--- config.mk ---
export PLATFORM = sky130hd
export DESIGN_NAME = mining_job_scheduler
export DESIGN_NICKNAME = d
export VERILOG_FILES = /design/src/rtl/mining_job_scheduler.sv
export SDC_FILE = /design/constraint.sdc
export NUM_CORES = 2
export LEC_CHECK = 0
export ABC_AREA = 1
export CORE_AREA = 3 3 505 507
export DETAILED_ROUTE_END_ITERATION = 10
export DIE_AREA = 0 0 508 510
export HOLD_SLACK_MARGIN = 0.12
export PLACE_DENSITY = 0.5
export SYNTH_ARGS = -nofsm -noshare
export SYNTH_HDL_FRONTEND = slang
export SYNTH_SLANG_ARGS = --single-unit
export TNS_END_PERCENT = 1
--- constraint.sdc ---
create_clock -name clk -period 1.95 [get_ports clk]
set_input_delay 0.195 -clock clk [delete_from_list [all_inputs] [get_ports clk]]
set_output_delay 0.195 -clock clk [all_outputs]
set_load 0.05 [all_outputs]
--- src/rtl/mining_job_scheduler.sv ---
// Mining job scheduler: accepts jobs into a one-deep pending slot, loads them
// into the active payload registers, holds the solver in reset, runs it under
// a watchdog and reports found / aborted / exhausted / timeout results.
module mining_job_scheduler #(
    parameter int unsigned RESET_HOLD = 4,
    parameter logic [31:0] WATCHDOG   = 32'd50_000_000
) (
    input  logic         clk,
    input  logic         reset,
    input  logic         job_valid,
    output logic         job_ready,
    input  logic [255:0] midstate_in,
    input  logic [95:0]  leftovers_in,
    input  logic [255:0] target_in,
    output logic [255:0] midstate_out,
    output logic [95:0]  leftovers_out,
    output logic [255:0] target_out,
    output logic         solver_rst_n,
    input  logic [2:0]   solver_state,
    input  logic [31:0]  solver_nonce,
    input  logic         abort,
    output logic         result_valid,
    input  logic         result_ack,
    output logic [1:0]   result_status,
    output logic [31:0]  result_nonce,
    output logic         busy
);

    typedef enum logic [2:0] {
        S_IDLE,
        S_LOAD,
        S_HOLD,
        S_RUN,
        S_REPORT
    } state_t;

    localparam logic [1:0] ST_ABORT   = 2'b00;
    localparam logic [1:0] ST_FOUND   = 2'b01;
    localparam logic [1:0] ST_EXHAUST = 2'b10;
    localparam logic [1:0] ST_TIMEOUT = 2'b11;

    state_t        r_state;
    state_t        w_next;

    logic          r_slot_full;
    logic [255:0]  r_slot_mid;
    logic [95:0]   r_slot_left;
    logic [255:0]  r_slot_tgt;

    logic [255:0]  r_mid;
    logic [95:0]   r_left;
    logic [255:0]  r_tgt;

    logic [31:0]   r_hold_cnt;
    logic [31:0]   r_wdog;
    logic [31:0]   r_prev;
    logic [1:0]    r_status;
    logic [31:0]   r_nonce;

    logic          w_xfer;
    logic          w_slot_clr;
    logic          w_first;
    logic          w_found;
    logic          w_wrap;
    logic          w_tmo;
    logic          w_set_res;
    logic [1:0]    w_res_status;
    logic [31:0]   w_res_nonce;
    logic          w_unused_state;

    // Low solver_state bits carry no meaning for scheduling.
    assign w_unused_state = ^solver_state[1:0];

    // An abort in the same cycle blocks any incoming job.
    assign job_ready = !r_slot_full && !abort;
    assign w_xfer    = job_valid && job_ready;

    // Watchdog is zero only in the first RUN cycle, so it doubles as the
    // "no previous nonce yet" marker.
    assign w_first = (r_wdog == 32'd0);
    assign w_found = solver_state[2];
    assign w_wrap  = !w_first && (solver_nonce < r_prev);
    assign w_tmo   = (r_wdog == WATCHDOG - 32'd1);

    assign result_valid  = (r_state == S_REPORT);
    assign busy          = (r_state == S_LOAD) || (r_state == S_HOLD) || (r_state == S_RUN);
    assign solver_rst_n  = (r_state == S_RUN);
    assign result_status = r_status;
    assign result_nonce  = r_nonce;
    assign midstate_out  = r_mid;
    assign leftovers_out = r_left;
    assign target_out    = r_tgt;

    // Next-state, slot-clear and result selection.
    always_comb begin
        w_next       = r_state;
        w_slot_clr   = 1'b0;
        w_set_res    = 1'b0;
        w_res_status = ST_ABORT;
        w_res_nonce  = 32'd0;
        case (r_state)
            S_IDLE: begin
                if (abort)            w_slot_clr = 1'b1;
                else if (r_slot_full) w_next = S_LOAD;
            end
            S_LOAD: begin
                w_slot_clr = 1'b1;
                if (abort) begin
                    w_next    = S_REPORT;
                    w_set_res = 1'b1;
                end else begin
                    w_next = S_HOLD;
                end
            end
            S_HOLD: begin
                if (abort) begin
                    w_slot_clr = 1'b1;
                    w_next     = S_REPORT;
                    w_set_res  = 1'b1;
                end else if (r_hold_cnt == RESET_HOLD - 1) begin
                    w_next = S_RUN;
                end
            end
            S_RUN: begin
                if (w_found) begin
                    w_next       = S_REPORT;
                    w_set_res    = 1'b1;
                    w_res_status = ST_FOUND;
                    w_res_nonce  = solver_nonce;
                end else if (abort) begin
                    w_slot_clr = 1'b1;
                    w_next     = S_REPORT;
                    w_set_res  = 1'b1;
                end else if (w_wrap) begin
                    w_next       = S_REPORT;
                    w_set_res    = 1'b1;
                    w_res_status = ST_EXHAUST;
                    w_res_nonce  = r_prev;
                end else if (w_tmo) begin
                    w_next       = S_REPORT;
                    w_set_res    = 1'b1;
                    w_res_status = ST_TIMEOUT;
                    w_res_nonce  = solver_nonce;
                end
            end
            S_REPORT: begin
                if (abort) w_slot_clr = 1'b1;
                if (result_ack) w_next = (r_slot_full && !abort) ? S_LOAD : S_IDLE;
            end
            default: w_next = S_IDLE;
        endcase
    end

    // State register.
    always_ff @(posedge clk) begin
        if (reset) r_state <= S_IDLE;
        else       r_state <= w_next;
    end

    // Pending slot: filled on transfer, emptied on load or abort.
    always_ff @(posedge clk) begin
        if (reset) begin
            r_slot_full <= 1'b0;
            r_slot_mid  <= '0;
            r_slot_left <= '0;
            r_slot_tgt  <= '0;
        end else if (w_slot_clr) begin
            r_slot_full <= 1'b0;
        end else if (w_xfer) begin
            r_slot_full <= 1'b1;
            r_slot_mid  <= midstate_in;
            r_slot_left <= leftovers_in;
            r_slot_tgt  <= target_in;
        end
    end

    // Active payload changes only in LOAD so the solver sees a stable job.
    always_ff @(posedge clk) begin
        if (reset) begin
            r_mid  <= '0;
            r_left <= '0;
            r_tgt  <= '0;
        end else if (r_state == S_LOAD) begin
            r_mid  <= r_slot_mid;
            r_left <= r_slot_left;
            r_tgt  <= r_slot_tgt;
        end
    end

    // HOLD length counter, idle at zero outside HOLD.
    always_ff @(posedge clk) begin
        if (reset)                  r_hold_cnt <= 32'd0;
        else if (r_state == S_HOLD) r_hold_cnt <= r_hold_cnt + 32'd1;
        else                        r_hold_cnt <= 32'd0;
    end

    // Watchdog and previous nonce track RUN cycles; watchdog restarts each job.
    always_ff @(posedge clk) begin
        if (reset) begin
            r_wdog <= 32'd0;
            r_prev <= 32'd0;
        end else if (r_state == S_RUN) begin
            r_wdog <= r_wdog + 32'd1;
            r_prev <= solver_nonce;
        end else begin
            r_wdog <= 32'd0;
        end
    end

    // Result registers are captured on the way into REPORT and held after.
    always_ff @(posedge clk) begin
        if (reset) begin
            r_status <= 2'b00;
            r_nonce  <= 32'd0;
        end else if (w_set_res) begin
            r_status <= w_res_status;
            r_nonce  <= w_res_nonce;
        end
    end

endmodule

-- Word-level counts from Yosys, hierarchy flattened
Index checks and enable logic that the tools add are counted.
- bits of input ports: 648
- register bits: 1350
- logic and storage cells: 78
- output and inout port bits: 646
- multiplexer cells: 30
- add/subtract/negate cells: 2
- bitwise operators: 3
- reductions and logical operators: 18
- $lt $le $gt $ge: 1
- eq/ne operators: 11
- operators with widths (kind ; count):
    $mux W32 ; 5
    $add A32 B1 Y32 const B ; 2
    $eq A32 B2 Y1 const B ; 1
    $eq A32 B26 Y1 const B ; 1
    $logic_not A32 Y1 ; 1
    $lt A32 B32 Y1 ; 1
    $mux W3 ; 10
    $pmux W3 S5 ; 1
    $mux W2 ; 5
    $reduce_or A2 Y1 ; 4
    $mux W1 ; 7
    $eq A3 B2 Y1 const B ; 2
    $ne A5 B1 Y1 const B ; 1
    $reduce_and A5 Y1 ; 1
    $logic_and A1 B1 Y1 ; 4
    $ne A2 B2 Y1 const B ; 2
    $eq A3 B1 Y1 const B ; 1
    $eq A3 B3 Y1 const B ; 1
    $logic_not A1 Y1 ; 3
    $logic_not A3 Y1 ; 1
    $ne A3 B2 Y1 const B ; 1
    $not A1 Y1 ; 3
    $pmux W1 S3 ; 1
    $reduce_or A3 Y1 ; 1
    4 further kinds ; 5

-- Logic depth before layout (Yosys ltp)
- depth after elaboration: 7
- gate-level depth with buffers: 18
- gate-level depth less buffers: 17

-- Least setup slack after synthesis
OpenSTA, ideal clock, no wires.
- path type: register to register
- from: register r_prev[31]
- to: register r_nonce[22] (netlist: result_nonce[22])
- path slack: -143 ps
- buffers on the path: 2
- setup time: 60 ps
- data required time: 1890 ps
- arrival: 2033 ps
- stages on the path, launching flop included: 15
- clock period less this slack: 2093 ps
- path through: dfxtp_1 > inv_1 > ha_1 > nand2_1 > nor2_1 > nand4_1 > nor4_1 > nand2_1 > nand2_1 > nand3_1 > nand2_1 > buf_2 > buf_2 > nand3_1 > nand2_1
- word-level cells in the longest chain between the ends: 6
- elaborated cells on any way between the ends: 10
- those cells by class: 1 x order compare; 8 x mux; 1 x reduce/logical
- ends and longest elaborated chain (what ; RTL line ; text):
    start, declared ; 56 ; logic [31:0] r_prev;
    start signal, assigned ; 204 ; r_prev <= solver_nonce;
    $lt A32 B32 Y1 * ; 82 ; assign w_wrap = !w_first && (solver_nonce < r_prev);
    $logic_and A1 B1 Y1 * ; 82 ;
    $mux W1 / $mux W32 (equally long branches) ; 134 ; end else if (w_wrap) begin
    $mux W1 / $mux W32 (equally long branches) ; 130 ; end else if (abort) begin
    $mux W1 / $mux W32 (equally long branches) ; 125 ; if (w_found) begin
    $pmux W1 S2 / $mux W32 (equally long branches) ; 101 ; case (r_state)
    end signal, assigned ; 217 ; r_nonce <= w_res_nonce;
    end, declared ; 58 ; logic [31:0] r_nonce;
Mark *: on every way between the ends. The rest lies on a longest branch, timed or not.
A chain may end at the register's enable or synchronous reset.

-- Final worst setup path
- from: register r_prev[29]
- to: register r_nonce[8] (netlist: result_nonce[8])
Same word-level chain as after synthesis.

==> summary.txt <==
outcome: finished with violations
violated checks: negative setup slack
worst-path cell chain: inv_2 -> ha_4 -> nand2_2 -> nor2_2 -> nand4_1 -> nor4_2 -> nand2_2 -> nand2_4 -> nand3_4 -> nand2_8 -> clkbuf_16 -> nor2_2 -> nand2_1 -> nand2_1
critical path fanouts, max: 7
number of levels in the clock H-tree: 4
Vert. Die Dim: 510 um
classification of the worst-slack hold path: in -> reg
most instantiated flip-flop cell in the synthesis netlist: dfxtp_1
Antenna Nets Post-Route: 0
end of the worst register-to-register path: result_nonce[8]$_SDFFE_PP0P_
aggregate global routing overflow: 0
area grow syn2layout: 62.57%
placement-stage cell area: 66020 sq um
first-iteration detailed-routing DRC count: 3055
Worst Setup Start Kind: flop
Worst Setup Slack post-DPL: -0.7232 ns
leak pwr: 0.02987 uW
maximum number of pins on one net before global-route repair: 115
cell count after placement: 10356
worst ir drop on vdd: 0.7731 mV
worst endpoint data arrival time: 3.00 ns
first drt pass iteration count: 6
number of cells produced by synthesis: 5845
Slowest Stage Delay on Critical Path: 0.33 ns
Slew HR: 58.17%
wire length of the first global-routing pass: 306500 um
DRC Markers: 0
Routed Wire Length: 212200 um
number of buffers created by CTS: 157
max-cap check violation count: 0
total vias in the final route: 47642
Worst setup startpoint: r_prev[29]$_SDFFE_PP0P_
Final #Nets: 8462
layout cells sized above 1: 14.78%
power density cells: 1281 nW/um^2
area of the mapped netlist: 48170 sq um
launch instance of the worst min-delay path: target_in[139]
setup slack after layout: -0.3875 ns
count of endpoints failing hold in the final timing report: 0
clock root buffer: clkbuf_16
crit-path leading delay family: simple AND/OR/NAND/NOR gates
final count of pins violating max slew: 0
sum of buffers and inverters on the critical path: 2
hold slack: 0.2023 ns
Max Clock Freq: 0.4278 GHz
final worst-path cycle share: 119.9%
clock sink count: 1350
Avg Cell Area, Syn: 8.241 sq um
Total GRT Usage: 15.43%
Die Area: 259100 sq um
kind of end point of the critical path: flop
std cell rows: 184
TritonCTS clock tree: built
Worst-Skew Late Latency: 0.79 ns
area inside the core boundary: 250900 sq um
post-synthesis sequential element count: 1350
number of standard cells in the final layout excluding fillers: 11284
largest cells by area after synthesis: dfxtp_1 56%, o21ai_0 14%, a21oi_1 14%, inv_1 5.8%, nand2_1 2.5%
number of port buffers: 1291
cell with the largest stage delay on the worst path: dfxtp_2
final instance area: 78310 sq um
sum of net half-perimeters after detailed placement: 160600 um
launch instance of the worst register-to-register path: r_prev[29]$_SDFFE_PP0P_
Min-Delay Path Depth: 3
logic depth of the worst register-to-register path: 14
fraction of registers with async set or reset after synthesis: 0%
vias in the first global route: 46511
average detailed-routed wire length per instance: 18.80 um
worst min-delay path endpoint: r_slot_tgt[139]$_SDFFE_PP0P_
EDFF count, synth: 0
starting utilization of the core area: 19.19%
vias per inst: 4.222
number of endpoints failing setup at the final stage: 331
boundary pin count: 1294
Clock Path Buffers: 3
Worst Clk Skew: 0.05959 ns
syn_nets: 6527
Netlist cell types: 30
setup slack, reg-to-reg: -0.39 ns
setup repair after global routing missed its margin: true
number of synthesis warnings: 0
Post-Route Setup TNS: -32.50 ns
critical path class: reg -> reg
post-synthesis sequential area ratio: 56.11%
Tmin final: 2.338 ns
transition time at the pin with the least slew margin: 0.6274 ns
number of antenna violations at the first check in global routing: 46
top cell type's share of synthesized area: 56.11%
WP data required: 2.62 ns
Placer Congestion: 0.8746
largest area contributor in the synthesized netlist: dfxtp_1
width of the die: 508 um
post-CTS clock slew at the launch and capture registers of the worst setup and hold paths: 0.06 ns
-- timing repair --
item                                    CTS  global route
pin swaps                                 0            35
cloned                                    0             7
setup buffers                             0             3
gates resized for setup                1097           201
setup endpoints to repair              1126          1078
hold buffers                            603             0
endpoints found under the hold margin   631             0
-- layer usage --
metal  up-vias  part of all wire, %  GRT usage [%]
li1      23429                    -              -
met1     22356                   42          18.86
met2      1509                   47          25.97
met3       324                  7.5          4.745
met4        24                  2.8          4.561
met5         -                0.064              0
-- worst max-delay path by stage --
stage / to / slack [ns] / depth (start not counted)
5_1_grt: result_nonce[21]$_SDFFE_PP0P_ / -0.58 / 14
2_1_floorplan: result_nonce[10]$_SDFFE_PP0P_ / -0.05 / 14
4_1_cts: solver_rst_n / -0.32 / 4
3_3_place_gp: result_nonce[15]$_SDFFE_PP0P_ / -0.71 / 14
3_5_place_dp: result_nonce[18]$_SDFFE_PP0P_ / -0.72 / 14
6_report: result_nonce[8]$_SDFFE_PP0P_ / -0.39 / 14
-- cells in the mapped netlist, drive strengths merged, types with 14 or more instances --
master	n
dfxtp	1350
o21ai	1310
a21oi	1305
inv	749
nand2	324
clkbuf	307
buf	149
nor2	118
nand3	63
nand4	51
nor3	37
ha	34
nor4	14
-- worst register-to-register path, cell delays in order (launching register included) --
cell       delay (ns)
dfxtp_2          0.33
inv_2            0.04
ha_4             0.26
nand2_2          0.05
nor2_2           0.12
nand4_1          0.22
nor4_2           0.33
nand2_2          0.15
nand2_4          0.13
nand3_4          0.10
nand2_8          0.16
clkbuf_16        0.18
nor2_2           0.04
nand2_1          0.06
nand2_1          0.04
-- state kept, by name, summed over array words and instances (netlist names) --
| name | cells |
|---|---|
| r_hold_cnt | 32 |
| r_prev | 32 |
| r_slot_tgt | 256 |
| r_slot_full | 1 |
| leftovers_out | 96 |
| r_slot_left | 96 |
| result_nonce | 32 |
| r_slot_mid | 256 |
| result_status | 2 |
| r_state | 3 |
| r_wdog | 32 |
| midstate_out | 256 |
| target_out | 256 |
-- layout by cell type (no fill, tap or decap), types with 33 or more instances in the layout --
cell                n
clkdlybuf4s15_1   120
nand4_1            51
clkbuf_16         163
a21oi_1          1304
buf_12             61
nand2_1           316
nor2_1             91
dfxtp_1          1343
buf_4             445
dlygate4sd3_1     603
inv_1             741
o21ai_0          1290
clkdlybuf4s50_1   644
clkbuf_1           43
clkbuf_8           33
clkdlybuf4s15_2   263
nand3_1            55
-- kinds of logic after synthesis --
| family | Yosys count | synth area share (%) |
|---|---|---|
| flip-flops | 1350 | 56.11 |
| AND/OR/NAND/NOR | 625 | 5.637 |
| adder cells (fa/ha/maj) | 34 | 0.8832 |
| buffers and inverters | 1207 | 9.962 |
| AO/OA/AOI/OAI | 2621 | 27.26 |
| XOR/XNOR | 8 | 0.1455 |
-- layout make-up --
type | count | area (sq um)
Tap cell | 3348 | 4189
Clock inverter | 56 | 752.0
Antenna cell | 26 | 65.06
Multi-Input combinational cell | 3288 | 16670
Inverter | 751 | 2826
Fill cell | 26292 | 172600
Clock buffer | 233 | 4556
Sequential cell | 1350 | 27030
Timing Repair Buffer | 2232 | 22210
-- through the flow --
step           total power (uW)  utilization, %
2_1_floorplan             55880               -
3_3_place_gp              70270           26.31
3_5_place_dp              70490           26.31
4_1_cts                  101500           30.96
5_1_grt                  105200           31.20
6_report                 100300           31.20
-- power breakdown --
part / leakage, uW / switching (uW) / internal, uW / total [uW]
sequential: 0.0110 / 2420 / 32800 / 35300
combinational: 0.0163 / 24500 / 10500 / 35000
clock: 0.00258 / 12700 / 17300 / 30000
Note: power is estimated with default switching activity, not from simulation.
